<file path="src/rtl/bwd_req_pkg.sv">
// rtl/bwd_req_pkg.sv - shared types and constants for the backward memory-request merge
package bwd_req_pkg;

  // Request sequencer states
  typedef enum logic [1:0] {
    ST_IDLE    = 2'd0,
    ST_ISSUE_K = 2'd1,
    ST_ISSUE_L = 2'd2
  } req_state_t;

  // Kind field of the memory-request tag
  localparam logic [1:0] KIND_K  = 2'b00;
  localparam logic [1:0] KIND_L  = 2'b01;
  localparam logic [1:0] KIND_KL = 2'b10;

  // Status encodings shared with the backward datapath
  localparam logic [1:0] BCK_INI = 2'd0;
  localparam logic [1:0] BCK_RUN = 2'd1;
  localparam logic [1:0] BCK_END = 2'd2;

  // Lane-id field width; a single lane still carries a 1-bit id
  function automatic int lane_w(input int lanes);
    return (lanes > 1) ? $clog2(lanes) : 1;
  endfunction

endpackage

</file>
<file path="src/rtl/bwd_req_fifo.sv">
// rtl/bwd_req_fifo.sv - single-lane request FIFO with occupancy and look-ahead head
module bwd_req_fifo #(
  parameter  int DEPTH = 8,
  parameter  int W     = 94,
  localparam int AW    = $clog2(DEPTH),
  localparam int CW    = AW + 1
) (
  input  logic          clk,
  input  logic          rst,
  input  logic          push,
  input  logic          pop,
  input  logic [W-1:0]  wdata,
  output logic [W-1:0]  head,
  output logic [W-1:0]  head_next,
  output logic [CW-1:0] count,
  output logic          full,
  output logic          empty
);

  logic [W-1:0]  mem [DEPTH];
  logic [AW-1:0] rd_ptr;
  logic [AW-1:0] wr_ptr;
  logic          do_push;
  logic          do_pop;

  assign full      = (count == CW'(DEPTH));
  assign empty     = (count == '0);
  assign do_push   = push & ~full;
  assign do_pop    = pop & ~empty;
  // head_next lets the arbiter re-grant this lane in the same cycle it pops
  assign head      = mem[rd_ptr];
  assign head_next = mem[rd_ptr + AW'(1)];

  // Storage has no reset; its contents only matter while count is non-zero
  always_ff @(posedge clk) begin
    if (do_push) mem[wr_ptr] <= wdata;
  end

  // Pointer and occupancy bookkeeping; simultaneous push and pop leaves count unchanged
  always_ff @(posedge clk or posedge rst) begin
    if (rst) begin
      rd_ptr <= '0;
      wr_ptr <= '0;
      count  <= '0;
    end else begin
      if (do_push) wr_ptr <= wr_ptr + AW'(1);
      if (do_pop)  rd_ptr <= rd_ptr + AW'(1);
      count <= count + CW'(do_push) - CW'(do_pop);
    end
  end

endmodule

</file>
<file path="src/rtl/bwd_mem_req_merge.sv">
// rtl/bwd_mem_req_merge.sv - round-robin merge of per-lane k/l request pairs; optional BWD_DEDUP_KL_EN
module bwd_mem_req_merge
  import bwd_req_pkg::*;
#(
  parameter  int LANES     = 4,
  parameter  int ADDR_W    = 42,
  parameter  int RN_W      = 10,
  parameter  int DEPTH     = 8,
  parameter  int AF_MARGIN = 2,
  localparam int LW        = lane_w(LANES)
) (
  input  logic                   clk,
  input  logic                   rst,
  input  logic [LANES-1:0]       lane_req_valid,
  input  logic [LANES*ADDR_W-1:0] lane_addr_k,
  input  logic [LANES*ADDR_W-1:0] lane_addr_l,
  input  logic [LANES*RN_W-1:0]  lane_read_num,
  output logic [LANES-1:0]       lane_almost_full,
  output logic [LANES-1:0]       overflow_err,
  output logic                   mem_req_valid,
  input  logic                   mem_req_ready,
  output logic [ADDR_W-1:0]      mem_req_addr,
  output logic [LW+RN_W+1:0]     mem_req_tag,
  output logic [31:0]            req_count,
  output logic                   busy
);

  localparam int EW = RN_W + 2 * ADDR_W;
  localparam int CW = $clog2(DEPTH) + 1;

  logic [EW-1:0]    fifo_head  [LANES];
  logic [EW-1:0]    fifo_next  [LANES];
  logic [CW-1:0]    fifo_count [LANES];
  logic [LANES-1:0] fifo_full;
  logic [LANES-1:0] fifo_empty;
  logic [LANES-1:0] fifo_pop;
  logic [LANES-1:0] post_ne;

  req_state_t        state;
  logic [LW-1:0]     sel_lane;
  logic [LW-1:0]     rr_ptr;
  logic [RN_W-1:0]   out_rn;
  logic [1:0]        out_kind;
  logic [ADDR_W-1:0] out_addr;
  logic [ADDR_W-1:0] lat_addr_l;

  logic              hs;
  logic              pair_done;
  logic              any_ne;
  logic              any_post;
  logic [LW-1:0]     win_idle;
  logic [LW-1:0]     win_post;
  logic [LW-1:0]     lat_lane;
  logic [EW-1:0]     lat_entry;
  logic [RN_W-1:0]   lat_rn;
  logic [ADDR_W-1:0] lat_k;
  logic [ADDR_W-1:0] lat_l;
  logic [1:0]        lat_kind;

  for (genvar i = 0; i < LANES; i++) begin : g_lane
    bwd_req_fifo #(
      .DEPTH (DEPTH),
      .W     (EW)
    ) u_fifo (
      .clk       (clk),
      .rst       (rst),
      .push      (lane_req_valid[i]),
      .pop       (fifo_pop[i]),
      .wdata     ({lane_read_num[i*RN_W +: RN_W],
                   lane_addr_k[i*ADDR_W +: ADDR_W],
                   lane_addr_l[i*ADDR_W +: ADDR_W]}),
      .head      (fifo_head[i]),
      .head_next (fifo_next[i]),
      .count     (fifo_count[i]),
      .full      (fifo_full[i]),
      .empty     (fifo_empty[i])
    );

    assign lane_almost_full[i] = (fifo_count[i] >= CW'(DEPTH - AF_MARGIN));
    assign fifo_pop[i]         = pair_done && (sel_lane == LW'(i));
    // Occupancy as it will be after the current pair pops; same-cycle pushes are not counted
    assign post_ne[i]          = (sel_lane == LW'(i)) ? (fifo_count[i] > CW'(1)) : ~fifo_empty[i];
  end

  assign hs = mem_req_valid & mem_req_ready;

`ifdef BWD_DEDUP_KL_EN
  assign pair_done = hs && ((state == ST_ISSUE_L) ||
                            ((state == ST_ISSUE_K) && (out_kind == KIND_KL)));
`else
  assign pair_done = hs && (state == ST_ISSUE_L);
`endif

  assign mem_req_addr = out_addr;
  assign mem_req_tag  = {sel_lane, out_rn, out_kind};
  assign busy         = (state != ST_IDLE) | any_ne;

  // Round-robin search: first candidate after the pointer wins, pointer lane itself is last
  always_comb begin
    int idx_i;
    int idx_p;
    idx_i    = 0;
    idx_p    = 0;
    win_idle = '0;
    win_post = '0;
    any_ne   = |(~fifo_empty);
    any_post = |post_ne;
    for (int k = LANES; k >= 1; k--) begin
      idx_i = (int'(rr_ptr) + k) % LANES;
      idx_p = (int'(sel_lane) + k) % LANES;
      if (!fifo_empty[idx_i[LW-1:0]]) win_idle = idx_i[LW-1:0];
      if (post_ne[idx_p[LW-1:0]])     win_post = idx_p[LW-1:0];
    end
  end

  // Pick the entry to latch: a fresh head from idle, or the post-pop winner when chaining pairs
  always_comb begin
    if (state == ST_IDLE) begin
      lat_lane  = win_idle;
      lat_entry = fifo_head[win_idle];
    end else begin
      lat_lane  = win_post;
      lat_entry = (win_post == sel_lane) ? fifo_next[win_post] : fifo_head[win_post];
    end
    lat_rn = lat_entry[EW-1 -: RN_W];
    lat_k  = lat_entry[2*ADDR_W-1 -: ADDR_W];
    lat_l  = lat_entry[ADDR_W-1:0];
`ifdef BWD_DEDUP_KL_EN
    lat_kind = (lat_k == lat_l) ? KIND_KL : KIND_K;
`else
    lat_kind = KIND_K;
`endif
  end

  // Sticky overflow flag per lane
  always_ff @(posedge clk or posedge rst) begin
    if (rst) overflow_err <= '0;
    else     overflow_err <= overflow_err | (lane_req_valid & fifo_full);
  end

  // Request sequencer: latch a pair, issue k then l, pop and chain to the next winner without a bubble
  always_ff @(posedge clk or posedge rst) begin
    if (rst) begin
      state         <= ST_IDLE;
      sel_lane      <= '0;
      rr_ptr        <= LW'(LANES - 1);
      out_rn        <= '0;
      out_kind      <= KIND_K;
      out_addr      <= '0;
      lat_addr_l    <= '0;
      mem_req_valid <= 1'b0;
      req_count     <= '0;
    end else begin
      if (hs) req_count <= req_count + 32'd1;
      if (pair_done) begin
        rr_ptr <= sel_lane;
        if (any_post) begin
          sel_lane   <= lat_lane;
          out_rn     <= lat_rn;
          out_addr   <= lat_k;
          lat_addr_l <= lat_l;
          out_kind   <= lat_kind;
          state      <= ST_ISSUE_K;
        end else begin
          mem_req_valid <= 1'b0;
          state         <= ST_IDLE;
        end
      end else begin
        case (state)
          ST_IDLE: begin
            if (any_ne) begin
              sel_lane      <= lat_lane;
              out_rn        <= lat_rn;
              out_addr      <= lat_k;
              lat_addr_l    <= lat_l;
              out_kind      <= lat_kind;
              mem_req_valid <= 1'b1;
              state         <= ST_ISSUE_K;
            end
          end
          ST_ISSUE_K: begin
            if (hs) begin
              out_addr <= lat_addr_l;
              out_kind <= KIND_L;
              state    <= ST_ISSUE_L;
            end
          end
          default: ;
        endcase
      end
    end
  end

endmodule

</file>
<file path="config.mk">
export PLATFORM = sky130hd
export DESIGN_NAME = bwd_mem_req_merge
export DESIGN_NICKNAME = d
export VERILOG_FILES = /design/src/rtl/bwd_req_pkg.sv /design/src/rtl/bwd_req_fifo.sv /design/src/rtl/bwd_mem_req_merge.sv
export SDC_FILE = /design/constraint.sdc
export NUM_CORES = 2
export LEC_CHECK = 0
export CAP_MARGIN = 0
export CORE_UTILIZATION = 56
export DETAILED_ROUTE_END_ITERATION = 10
export GPL_TIMING_DRIVEN = 0
export PLACE_DENSITY = 0.86
export SLEW_MARGIN = 20
export SYNTH_ARGS = -nofsm -noshare
export SYNTH_HDL_FRONTEND = slang
export SYNTH_SLANG_ARGS = --single-unit
</file>
<file path="constraint.sdc">
create_clock -name clk -period 9.6 [get_ports clk]
set_clock_uncertainty 0.05 [all_clocks]
set_input_delay 1.92 -clock clk [delete_from_list [all_inputs] [get_ports clk]]
set_output_delay 1.92 -clock clk [all_outputs]
set_load 0.005 [all_outputs]
</file>
==> metrics.log <==
INFO  metric outcome = complete, no violations
INFO  metric cts-root-buf = clkbuf_16
INFO  metric dpl_cell_area = around 170000 um^2
INFO  metric cp.arrival = ~3.8 ns
INFO  metric post-layout-total-power = 69.32 mW
INFO  metric floorplan.rows = 190
INFO  metric syn_nets = 8457
INFO  metric cts.repair_timing.setup_buffer_count = 0
INFO  metric pre_cts_slack = roughly 3.3 ns
INFO  metric max_freq = roughly 170 MHz
INFO  metric post_route_cells_drive_above_1_share = 0.2879
INFO  metric route.detailed.drc = 0
INFO  metric coreArea = ~270000 um^2
INFO  metric firstDrtPassIters = 9
INFO  metric avgSynthCellArea = roughly 19 um^2
INFO  metric regToRegEndpoint = mem_req_addr[31]
INFO  metric timing.max_slew.rel_slack = 0.1229
INFO  metric worst_slew_pin_slew = roughly 1.3 ns
INFO  metric first_pass_grt_wire_length = 756300 um
INFO  metric overflow = 0
INFO  metric initial_standard_cell_utilization_of_the_core = 0.5643
INFO  metric timing.setup.tns = 0 ns
INFO  metric critical-path-top-delay-family = simple AND/OR/NAND/NOR gates
INFO  metric crit_path_max_incr_delay = around 0.68 ns
INFO  metric power_per_cell_area = 394.1 nW/um^2
INFO  metric dp.final_hpwl = around 400000 um
INFO  metric synthesis.instances = approximately 8000
INFO  metric seq_area_frac_synth = 0.6259
INFO  metric initial_antenna_violation_count = between 150 and 200
INFO  metric worstSetupPathType = reg2out
INFO  metric required = roughly 7.6 ns
INFO  metric synth_cell_types = ~80
INFO  metric finalWirelength = 553000 um
INFO  metric finalMaxSlewViolations = 0
INFO  metric min_path_cells = 1
INFO  metric route.detailed.vias_per_inst = approximately 7.6
INFO  metric place_congestion = about 1.0
INFO  metric rrSetupSlack = ~4.5 ns
INFO  metric final_min_period_over_clock_period = 0.6015
INFO  metric synthArstFlopShare = 0.05587
INFO  metric floorplan.io_pins = around 480
INFO  metric hold_viol = 0
INFO  metric flow.area_growth_from_synthesis = 16.15%
INFO  metric timing.critical_path.slowest_stage_cell = or4_1
INFO  metric htreeDepth = 5
INFO  metric drt_first_iter_violations = between 15000 and 20000
INFO  metric vdd_drop_max = 0.0002638 V
INFO  metric regToRegStartpoint = g_lane[0].u_fifo.rd_ptr[1]
INFO  metric yosys_most_used_dff = edfxtp_1
INFO  metric postSynthRegisterBits = about 3200
INFO  metric synth_top_area_frac = 0.5964
INFO  metric vias = 98960
INFO  metric dieHeight = about 520 um
INFO  metric cts-resized-gates = 0
INFO  metric clk_pin_slew = 0.06 ns
INFO  metric synth_area_leader_cell = edfxtp_1
INFO  metric final_cell_area = about 180000 um^2
INFO  metric grt_start_max_net_pins = 76
INFO  metric netlist_top_cells_area = edfxtp_1, mux4_2, mux2i_1, dfrtp_1, a211oi_1
INFO  metric critical_path.cell_chain = inv_1, ha_1, or3b_4, or4_1, nand2b_1, clkdlybuf4s50_1
INFO  metric tritoncts = done
INFO  metric critical_path.n_buffers_inverters = 2
INFO  metric hold_slack = approximately 0.42 ns
INFO  metric hold_wc_startpoint = overflow_err[2]
INFO  metric chipWidth = about 520 um
INFO  metric rr_worst_depth = 11
INFO  metric io_buffers = 479
INFO  metric insertion_delay = ~0.92 ns
INFO  metric worstSetupEndpointType = output port
INFO  metric max_cap_viol_count = 0
INFO  metric period_minus_slack = slightly below 6 ns
INFO  metric rsz0062_at_grt = no
INFO  metric final_nets = about 9500
INFO  metric ys.warnings.count = 0
INFO  metric clock_path_buffers = 4
INFO  metric synth.cell_area = ~150000 um^2
INFO  metric postLayoutSetupSlackWorst = about 3.8 ns
INFO  metric cts_hold_buffers = 0
INFO  metric critPathMaxFanout = 4
INFO  metric setup.worst_path.start_class = flop
INFO  metric grt_pass1_vias = about 97000
INFO  metric routed_wire_length_per_instance = about 42 um
INFO  metric holdPathEnd = overflow_err[2]
INFO  metric grt_usage = 0.4026
INFO  metric tritoncts_num_sinks = about 3200
INFO  metric floorplan.die_area = 272500 um^2
INFO  metric setup-violations-final = 0
INFO  metric min_path_type = reg2reg
INFO  metric antenna_left = 0
INFO  metric synth_enable_flop_cells = about 3000
INFO  metric leakage = ~56 nW
INFO  metric numCtsBuffers = between 300 and 400
## metrics by stage
stage / util / cells
floorplan: - / 8029
global placement: 0.5987 / 12060
detailed placement: 0.6151 / 12310
CTS: 0.6541 / 12900
global route: 0.6548 / 12960
finish: 0.6554 / 13020
## synthesized netlist by cell type, drive strengths merged, types with 91 or more instances
library cell,instances
a211oi,246
nor2,192
nand2,260
mux4,1504
dfrtp,176
o21ai,103
buf,349
clkbuf,309
o211ai,123
mux2i,670
mux2,151
edfxtp,3008
a21oi,100
nor2b,91
## state kept, by name (all words and copies together) (netlist names)
| register | flops |
|---|---|
| g_lane.u_fifo.mem | 3008 |
| lat_addr_l | 42 |
| mem_req_addr | 42 |
| req_count | 32 |
| g_lane.u_fifo.count | 16 |
| g_lane.u_fifo.rd_ptr | 12 |
| g_lane.u_fifo.wr_ptr | 12 |
| out_rn | 10 |
| overflow_err | 4 |
| rr_ptr | 2 |
| sel_lane | 2 |
| state | 2 |
| mem_req_valid | 1 |
| out_kind | 1 |
## worst max path at each step
stage,from,slack [ns],depth (start not counted),to
final,g_lane[1].u_fifo.count[2],3.83,6,busy
after CTS,g_lane[1].u_fifo.count[2],3.83,6,busy
after floorplan,lane_req_valid[2],0.07,3,g_lane[2].u_fifo.mem[0][0]
after global routing,g_lane[1].u_fifo.count[2],3.81,6,busy
after global placement,lane_req_valid[1],-8.37,4,g_lane[1].u_fifo.mem[1][67]
after detailed placement,mem_req_ready,3.34,9,lat_addr_l[1]
## cells in the final DEF (no fill, tap or decap), drive strengths merged, types with 6 or more instances in the layout
master and instances:
o31ai 45, clkinvlp 11, nand2 260, edfxtp 3008
a31oi 87, o22ai 53, bufinv 24, clkinv 127
nor2 192, xor2 24, nand4 44, o21ai 103
a21oi 100, xnor2 37, inv 43, dfrtp 176
clkdlybuf4s50 479, a32oi 43, nand3 49, mux2 151
mux4 1504, and2 6, a22oi 15, nor3 60
nor2b 91, and3 53, buf 589, o22a 46
clkbuf 739, ha 41, diode 125, o211ai 123
mux2i 670, a21o 7, a211oi 246, nand2b 24
## where the power goes
group / total [mW] / internal, mW / switching [mW] / leakage (nW)
clock network: 12.7 / 7.21 / 5.50 / 5.10
logic: 37.3 / 14.1 / 23.2 / 20.9
registers: 19.3 / 17.6 / 1.68 / 29.5
## per-layer routing
layer | wire, um | GRT usage | vias up
li1 | - | - | 36600
met1 | 167400 | 0.4783 | 50180
met2 | 242100 | 0.5846 | 10020
met3 | 76020 | 0.1189 | 2081
met4 | 66640 | 0.3905 | 78
met5 | 920 | 0.01000 | -
## cells by family after synthesis
logic type      Yosys count  synth area share
compound gates          917           0.04232
xor+xnor                 61          0.003577
fa+ha+maj                45          0.003916
buf+inv                 697           0.01994
flops                  3186            0.6259
mux                    2325            0.2792
other cells               1        0.00002476
simple gates            797           0.02518
## layout make-up
| type | count | area, um^2 |
|---|---|---|
| Inverter | 39 | 153.9 |
| Buffer | 658 | 2898 |
| Antenna cell | 125 | 312.8 |
| Clock inverter | 166 | 1580 |
| Fill cell | 16930 | 92500 |
| Sequential cell | 3186 | 94780 |
| Multi-Input combinational cell | 4146 | 53880 |
| Tap cell | 3552 | 4444 |
| Timing Repair Buffer | 729 | 8956 |
| Clock buffer | 420 | 8887 |
## worst reg2reg max path, stage by stage (launching register included)
cell      delay [ns]
dfrtp_1         0.39
clkbuf_1        0.60
buf_2           0.46
buf_1           0.79
buf_1           0.73
mux4_2          0.41
mux2i_1         0.90
nand2_1         0.15
o211ai_1        0.14
nand3_1         0.10
o211ai_1        0.15
nand4_1         0.12
Note: power is estimated with default switching activity, not from simulation.
